`src/rtl/dmem_arbiter.sv`:
```
// dmem_arbiter: shares one single-port synchronous data memory between the CPU
// memory stage (port A) and the loader/debug DMA master (port B).
// Default policy: A has fixed priority, B overrides once it has waited
// STARVE_LIMIT cycles. Build macro DMEM_ARB_RR_EN replaces that with
// round-robin on contention (last-granted port loses).
// Each access takes IDLE/RESP -> ACCESS -> RESP; ack is seen two cycles after
// the request is latched. Addresses >= IO_BASE never strobe the memory.
module dmem_arbiter #(
  parameter int               DBITS        = 32,
  parameter int               ADDR_BITS    = 11,
  parameter int               STARVE_LIMIT = 4,
  parameter logic [DBITS-1:0] IO_BASE      = 32'hF000_0000
) (
  input  logic                 clk,
  input  logic                 reset,
  input  logic                 a_req,
  input  logic                 a_we,
  input  logic [DBITS-1:0]     a_addr,
  input  logic [DBITS-1:0]     a_wdata,
  output logic [DBITS-1:0]     a_rdata,
  output logic                 a_ack,
  output logic                 a_err,
  output logic                 a_stall,
  input  logic                 b_req,
  input  logic                 b_we,
  input  logic [DBITS-1:0]     b_addr,
  input  logic [DBITS-1:0]     b_wdata,
  output logic [DBITS-1:0]     b_rdata,
  output logic                 b_ack,
  output logic                 b_err,
  output logic                 mem_en,
  output logic                 mem_we,
  output logic [ADDR_BITS-1:0] mem_addr,
  output logic [DBITS-1:0]     mem_wdata,
  input  logic [DBITS-1:0]     mem_rdata
);

  localparam logic [1:0] ST_IDLE   = 2'd0;
  localparam logic [1:0] ST_ACCESS = 2'd1;
  localparam logic [1:0] ST_RESP   = 2'd2;

  logic [1:0]           state_q, state_d;
  logic                 owner_q, owner_d;     // 1'b1 = port B owns the access
  logic                 we_q, we_d;           // access is a write
  logic                 rej_q, rej_d;         // access was outside memory range
  logic                 mem_en_q, mem_en_d;
  logic                 mem_we_q, mem_we_d;
  logic [ADDR_BITS-1:0] mem_addr_q, mem_addr_d;
  logic [DBITS-1:0]     mem_wdata_q, mem_wdata_d;

  logic                 cand_a_s, cand_b_s, tie_b_s;
  logic                 sel_valid_s, sel_b_s, sel_we_s, sel_rej_s;
  logic [DBITS-1:0]     sel_addr_s, sel_wdata_s;
  logic                 resp_s;

`ifdef DMEM_ARB_RR_EN
  logic last_b_q, last_b_d;                   // 1'b1 = B was granted last

  // Round-robin tie-break: the port not granted last wins
  always_comb begin
    tie_b_s = ~last_b_q;
    if (sel_valid_s) begin
      last_b_d = sel_b_s;
    end else begin
      last_b_d = last_b_q;
    end
  end

  // Last-grant register, starts as B so that A wins the first contention
  always_ff @(posedge clk or negedge reset) begin
    if (!reset) begin
      last_b_q <= 1'b1;
    end else begin
      last_b_q <= last_b_d;
    end
  end
`else
  localparam int SW = $clog2(STARVE_LIMIT + 1);
  logic [SW-1:0] starve_q, starve_d;

  // Starvation override and saturating wait counter for port B
  always_comb begin
    tie_b_s = (starve_q >= SW'(STARVE_LIMIT));
    if (!b_req || (sel_valid_s && sel_b_s)) begin
      starve_d = '0;
    end else if (starve_q < SW'(STARVE_LIMIT)) begin
      starve_d = starve_q + SW'(1);
    end else begin
      starve_d = starve_q;
    end
  end

  // Starvation counter register
  always_ff @(posedge clk or negedge reset) begin
    if (!reset) begin
      starve_q <= '0;
    end else begin
      starve_q <= starve_d;
    end
  end
`endif

  // Ports eligible this cycle: both in IDLE, only the non-acked port in RESP
  always_comb begin
    cand_a_s = 1'b0;
    cand_b_s = 1'b0;
    case (state_q)
      ST_IDLE: begin
        cand_a_s = a_req;
        cand_b_s = b_req;
      end
      ST_RESP: begin
        cand_a_s = a_req & owner_q;
        cand_b_s = b_req & ~owner_q;
      end
      default: begin
        cand_a_s = 1'b0;
        cand_b_s = 1'b0;
      end
    endcase
  end

  // Pick the winner and mux its request fields
  always_comb begin
    sel_valid_s = cand_a_s | cand_b_s;
    if (cand_a_s && cand_b_s) begin
      sel_b_s = tie_b_s;
    end else begin
      sel_b_s = cand_b_s;
    end
    if (sel_b_s) begin
      sel_we_s    = b_we;
      sel_addr_s  = b_addr;
      sel_wdata_s = b_wdata;
    end else begin
      sel_we_s    = a_we;
      sel_addr_s  = a_addr;
      sel_wdata_s = a_wdata;
    end
    sel_rej_s = (sel_addr_s >= IO_BASE);
  end

  // Next-state logic: latch a winner onto the memory port, then respond
  always_comb begin
    state_d     = state_q;
    owner_d     = owner_q;
    we_d        = we_q;
    rej_d       = rej_q;
    mem_en_d    = mem_en_q;
    mem_we_d    = mem_we_q;
    mem_addr_d  = mem_addr_q;
    mem_wdata_d = mem_wdata_q;
    case (state_q)
      ST_IDLE, ST_RESP: begin
        if (sel_valid_s) begin
          state_d     = ST_ACCESS;
          owner_d     = sel_b_s;
          we_d        = sel_we_s;
          rej_d       = sel_rej_s;
          mem_en_d    = ~sel_rej_s;
          mem_we_d    = sel_we_s & ~sel_rej_s;
          mem_addr_d  = sel_addr_s[ADDR_BITS+1:2];
          mem_wdata_d = sel_wdata_s;
        end else begin
          state_d  = ST_IDLE;
          mem_en_d = 1'b0;
          mem_we_d = 1'b0;
        end
      end
      ST_ACCESS: begin
        state_d  = ST_RESP;
        mem_en_d = 1'b0;
        mem_we_d = 1'b0;
      end
      default: begin
        state_d  = ST_IDLE;
        mem_en_d = 1'b0;
        mem_we_d = 1'b0;
      end
    endcase
  end

  // FSM state, access bookkeeping and registered memory port
  always_ff @(posedge clk or negedge reset) begin
    if (!reset) begin
      state_q     <= ST_IDLE;
      owner_q     <= 1'b0;
      we_q        <= 1'b0;
      rej_q       <= 1'b0;
      mem_en_q    <= 1'b0;
      mem_we_q    <= 1'b0;
      mem_addr_q  <= '0;
      mem_wdata_q <= '0;
    end else begin
      state_q     <= state_d;
      owner_q     <= owner_d;
      we_q        <= we_d;
      rej_q       <= rej_d;
      mem_en_q    <= mem_en_d;
      mem_we_q    <= mem_we_d;
      mem_addr_q  <= mem_addr_d;
      mem_wdata_q <= mem_wdata_d;
    end
  end

  // Response decode; an owner that dropped its request gets no ack
  always_comb begin
    resp_s = (state_q == ST_RESP);
    a_ack  = resp_s & ~owner_q & a_req;
    b_ack  = resp_s & owner_q & b_req;
    a_err  = a_ack & rej_q;
    b_err  = b_ack & rej_q;
    if (a_ack && !we_q && !rej_q) begin
      a_rdata = mem_rdata;
    end else begin
      a_rdata = '0;
    end
    if (b_ack && !we_q && !rej_q) begin
      b_rdata = mem_rdata;
    end else begin
      b_rdata = '0;
    end
    a_stall = a_req & ~a_ack;
  end

  assign mem_en    = mem_en_q;
  assign mem_we    = mem_we_q;
  assign mem_addr  = mem_addr_q;
  assign mem_wdata = mem_wdata_q;

endmodule

```
`config.mk`:
```
export PLATFORM = sky130hd
export DESIGN_NAME = dmem_arbiter
export DESIGN_NICKNAME = d
export VERILOG_FILES = /design/src/rtl/dmem_arbiter.sv
export SDC_FILE = /design/constraint.sdc
export NUM_CORES = 1
export LEC_CHECK = 0
export BUFFER_PORTS_ARGS = -buffer_cell sky130_fd_sc_hd__buf_2
export CAP_MARGIN = 25
export CORE_AREA = 2 2 108 110
export CTS_CLUSTER_SIZE = 12
export DETAILED_ROUTE_END_ITERATION = 10
export DIE_AREA = 0 0 110 112
export PLACE_DENSITY = 0.74
export SLEW_MARGIN = 20
export SYNTH_ARGS = -nofsm -noshare
export SYNTH_HDL_FRONTEND = slang
export SYNTH_SLANG_ARGS = --single-unit
export TNS_END_PERCENT = 100
```
`constraint.sdc`:
```
create_clock -name clk -period 2.3 [get_ports clk]
set_input_delay 0.115 -clock clk [delete_from_list [all_inputs] [get_ports clk]]
set_output_delay 0.115 -clock clk [all_outputs]
set_load 0.05 [all_outputs]
```
==> results.yml <==
floorplanning:
  die_h_um: 112
  io_pins: 280
  core.rowCount: 39
  fp.dieW_um: 110
  dieArea_mm2: 0.01232
  initial_core_util_pct: 27.68
  coreArea_mm2: 0.01117
global_routing:
  grt_max_degree: 54
  grt_pass1_wl_mm: 14.08
  grtUsageTotal_pct: 14.76
  grt-busiest-layer: "met2"
  use_met1_pct: 14.22
  met3_usage_pct: 3.454
  grt_pass1_vias: 2926
  grt_overflow_total: 0
  grt_util_met2_pct: 30.10
  antenna_found_initial: 0
timing:
  final-setup-viol-count: 0
  setup_slack_ns: 0.2715
  fmax_mhz: 493.0
  finalSetupTns_ns: 0
  layout_min_cycle_time_ns: 2.029
  rsz0062_at_grt: "no"
  clock_skew_ns: 0.005245
  finalCritPeriodShare_pct: 88.20
  hold_viol: 0
  max_slew_margin_pct: 54.86
  finalMaxSlewViolations: 0
  tightest_slew_ns: 0.6771
setup_path:
  critPathKind: "flop to output port"
  worstPathRequired_ns: 2.18
  cp_max_fo: 32
  r2r-end: "mem_wdata[31]"
  cp-end-kind: "output port"
  rr_worst_depth: 5
  crit_arrival_ns: 1.91
  startpoint_type: "flop"
  reg2reg_setup_slack_ns: 0.29
  r2r-start: "starve_q[2]"
route:
  wirelength_mm: 9.463
  route.vias.total: 2839
  drc: 0
  dr.pass1.iters: 4
  ant_nets: 0
  drt_iter0_drc: 90
  post_drt_wl_per_cell_um: 14.69
  routed_via_density: 4.408
clock_network:
  post_cts_buffers: 0
  cts_made_buffers: 5
  clk_path_buf_depth: 2
  root_buffer: "clkbuf_16"
  cts_max_level: 2
  worstSkewPairLatency_ns: 0.29
  clkSinkCount: 53
  tritoncts: "yes"
  clk_pin_slew_ns: 0.07
finish:
  fillCellCount: 1095
  most-common-layout-cells: "buf_2, mux2_2, and2_1, dfrtp_1, nor2_1"
  layout_commonest_cell: "buf_2"
  drive_gt1_share_pct: 70.46
  num-nets-final: 667
  utilization_pct: 41.64
  synthToLayoutAreaGrowth_pct: 50.44
  design_area_mm2: 0.004653
  antenna_cells: 0
place:
  place_ws_ns: 0.2765
  place_congestion: 0.7475
  post_dp_cell_area_mm2: 0.004488
  portBuffers: 245
  hpwlAfterDp_mm: 7.672
worst_hold_path:
  min-delay-start: "b_req"
  hold_depth: 3
  worstHoldPathType: "primary input to flop"
  hold_end: "starve_q[2]"
synthesis:
  yosysUniqueCellTypes: 25
  postSynthCellCount: 257
  synthesis.area_mm2: 0.003093
  ys_ff_latch: 53
  synth_top_area_cell: "dfrtp_1"
  syn_nets: 424
  synth_top_area_share_pct: 42.88
  syn_avg_cell_area_um2: 12.03
  synth_area_leaders: "dfrtp_1, mux2_2, and2_1"
  synth_warnings: 0
  synth.yosys.seq_area_share_pct: 42.88
power_and_ir_drop:
  leakagePower_nw: 2.514
  power_density_mw_per_mm2: 1313
  total_power_mw: 6.112
  ir_worst_vdd_mv: 0.8424
flow_run:
  drv_cap: 0
run_status:
  outcome: "finished clean"
-- worst max path at each step --
stage / endpoint / cells after the start / start
2_1_floorplan: a_err / 3 / state_q[0]
3_3_place_gp: mem_wdata[31] / 5 / starve_q[2]
3_5_place_dp: mem_wdata[31] / 5 / starve_q[2]
4_1_cts: b_rdata[31] / 5 / state_q[0]
5_1_grt: b_rdata[23] / 5 / state_q[0]
6_report: b_rdata[23] / 5 / state_q[0]
-- cell type report --
class,instances,area [um^2],share of cell area (%)
flip-flops and latches,53,1326,28.50
repair buffers,252,1319,28.34
clock inverters,2,16.27,0.3496
clock buffers,6,138.9,2.985
well taps,143,178.9,3.845
multi-input cells,188,1674,35.98
-- kinds of logic after synthesis --
family	share of synthesized area (%)
buffers and inverters	3.641
xor gates and xnor gates	0.2832
and+or+nand+nor	18.37
AOI/OAI and AO/OA	0.6470
DFF	42.88
adders and majority gates	0.4045
muxes	33.78
-- cells in the mapped netlist (all sizes together) --
| master | count |
|---|---|
| nand3b | 1 |
| nor4 | 2 |
| nand2 | 5 |
| mux2 | 89 |
| nor2 | 8 |
| and2 | 66 |
| nor3 | 1 |
| buf | 10 |
| nand4 | 2 |
| nand2b | 2 |
| and3 | 1 |
| or3b | 1 |
| mux2i | 2 |
| o21a | 2 |
| xor2 | 1 |
| clkbuf | 6 |
| ha | 1 |
| a21oi | 1 |
| dfrtp | 53 |
| or2b | 1 |
| nor2b | 2 |
-- sequential cells by signal (all words and copies together), names as in the netlist --
register	count
mem_en	1
mem_addr	11
owner_q	1
state_q	2
starve_q	3
rej_q	1
mem_wdata	32
mem_we	1
we_q	1
-- power breakdown --
part	switching, mW	internal, mW
clock	0.348	0.438
sequential	0.259	1.39
combinational	2.46	1.22
total	3.06	3.05
-- routing by layer --
layer | part of all wire (%) | vias up
met4 | 1.1 | 0
met2 | 56 | 155
met5 | 0 | -
li1 | - | 1355
met1 | 35 | 1322
met3 | 8.6 | 7
-- stage by stage --
| step | instances | hold WS, ns |
|---|---|---|
| after floorplan | 257 | -0.1806 |
| after global placement | 635 | 0.2801 |
| after detailed placement | 635 | 0.2990 |
| after CTS | 644 | 0.1153 |
| after global routing | 644 | 0.1540 |
| final | 644 | 0.1310 |
-- repair_timing --
| item | in CTS | in global routing |
|---|---|---|
| resized for setup | 0 | 0 |
| hold buffers | 1 | 0 |
| hold endpoints to repair | 53 | 0 |
-- critical path: stages (launching register included) --
cell and delay, ns:
dfrtp_1 0.42, nand2b_1 0.21, nor4_2 0.21, buf_4 0.28, and2_1 0.22, buf_2 0.28
No activity file was read; power rests on OpenSTA's default activity.
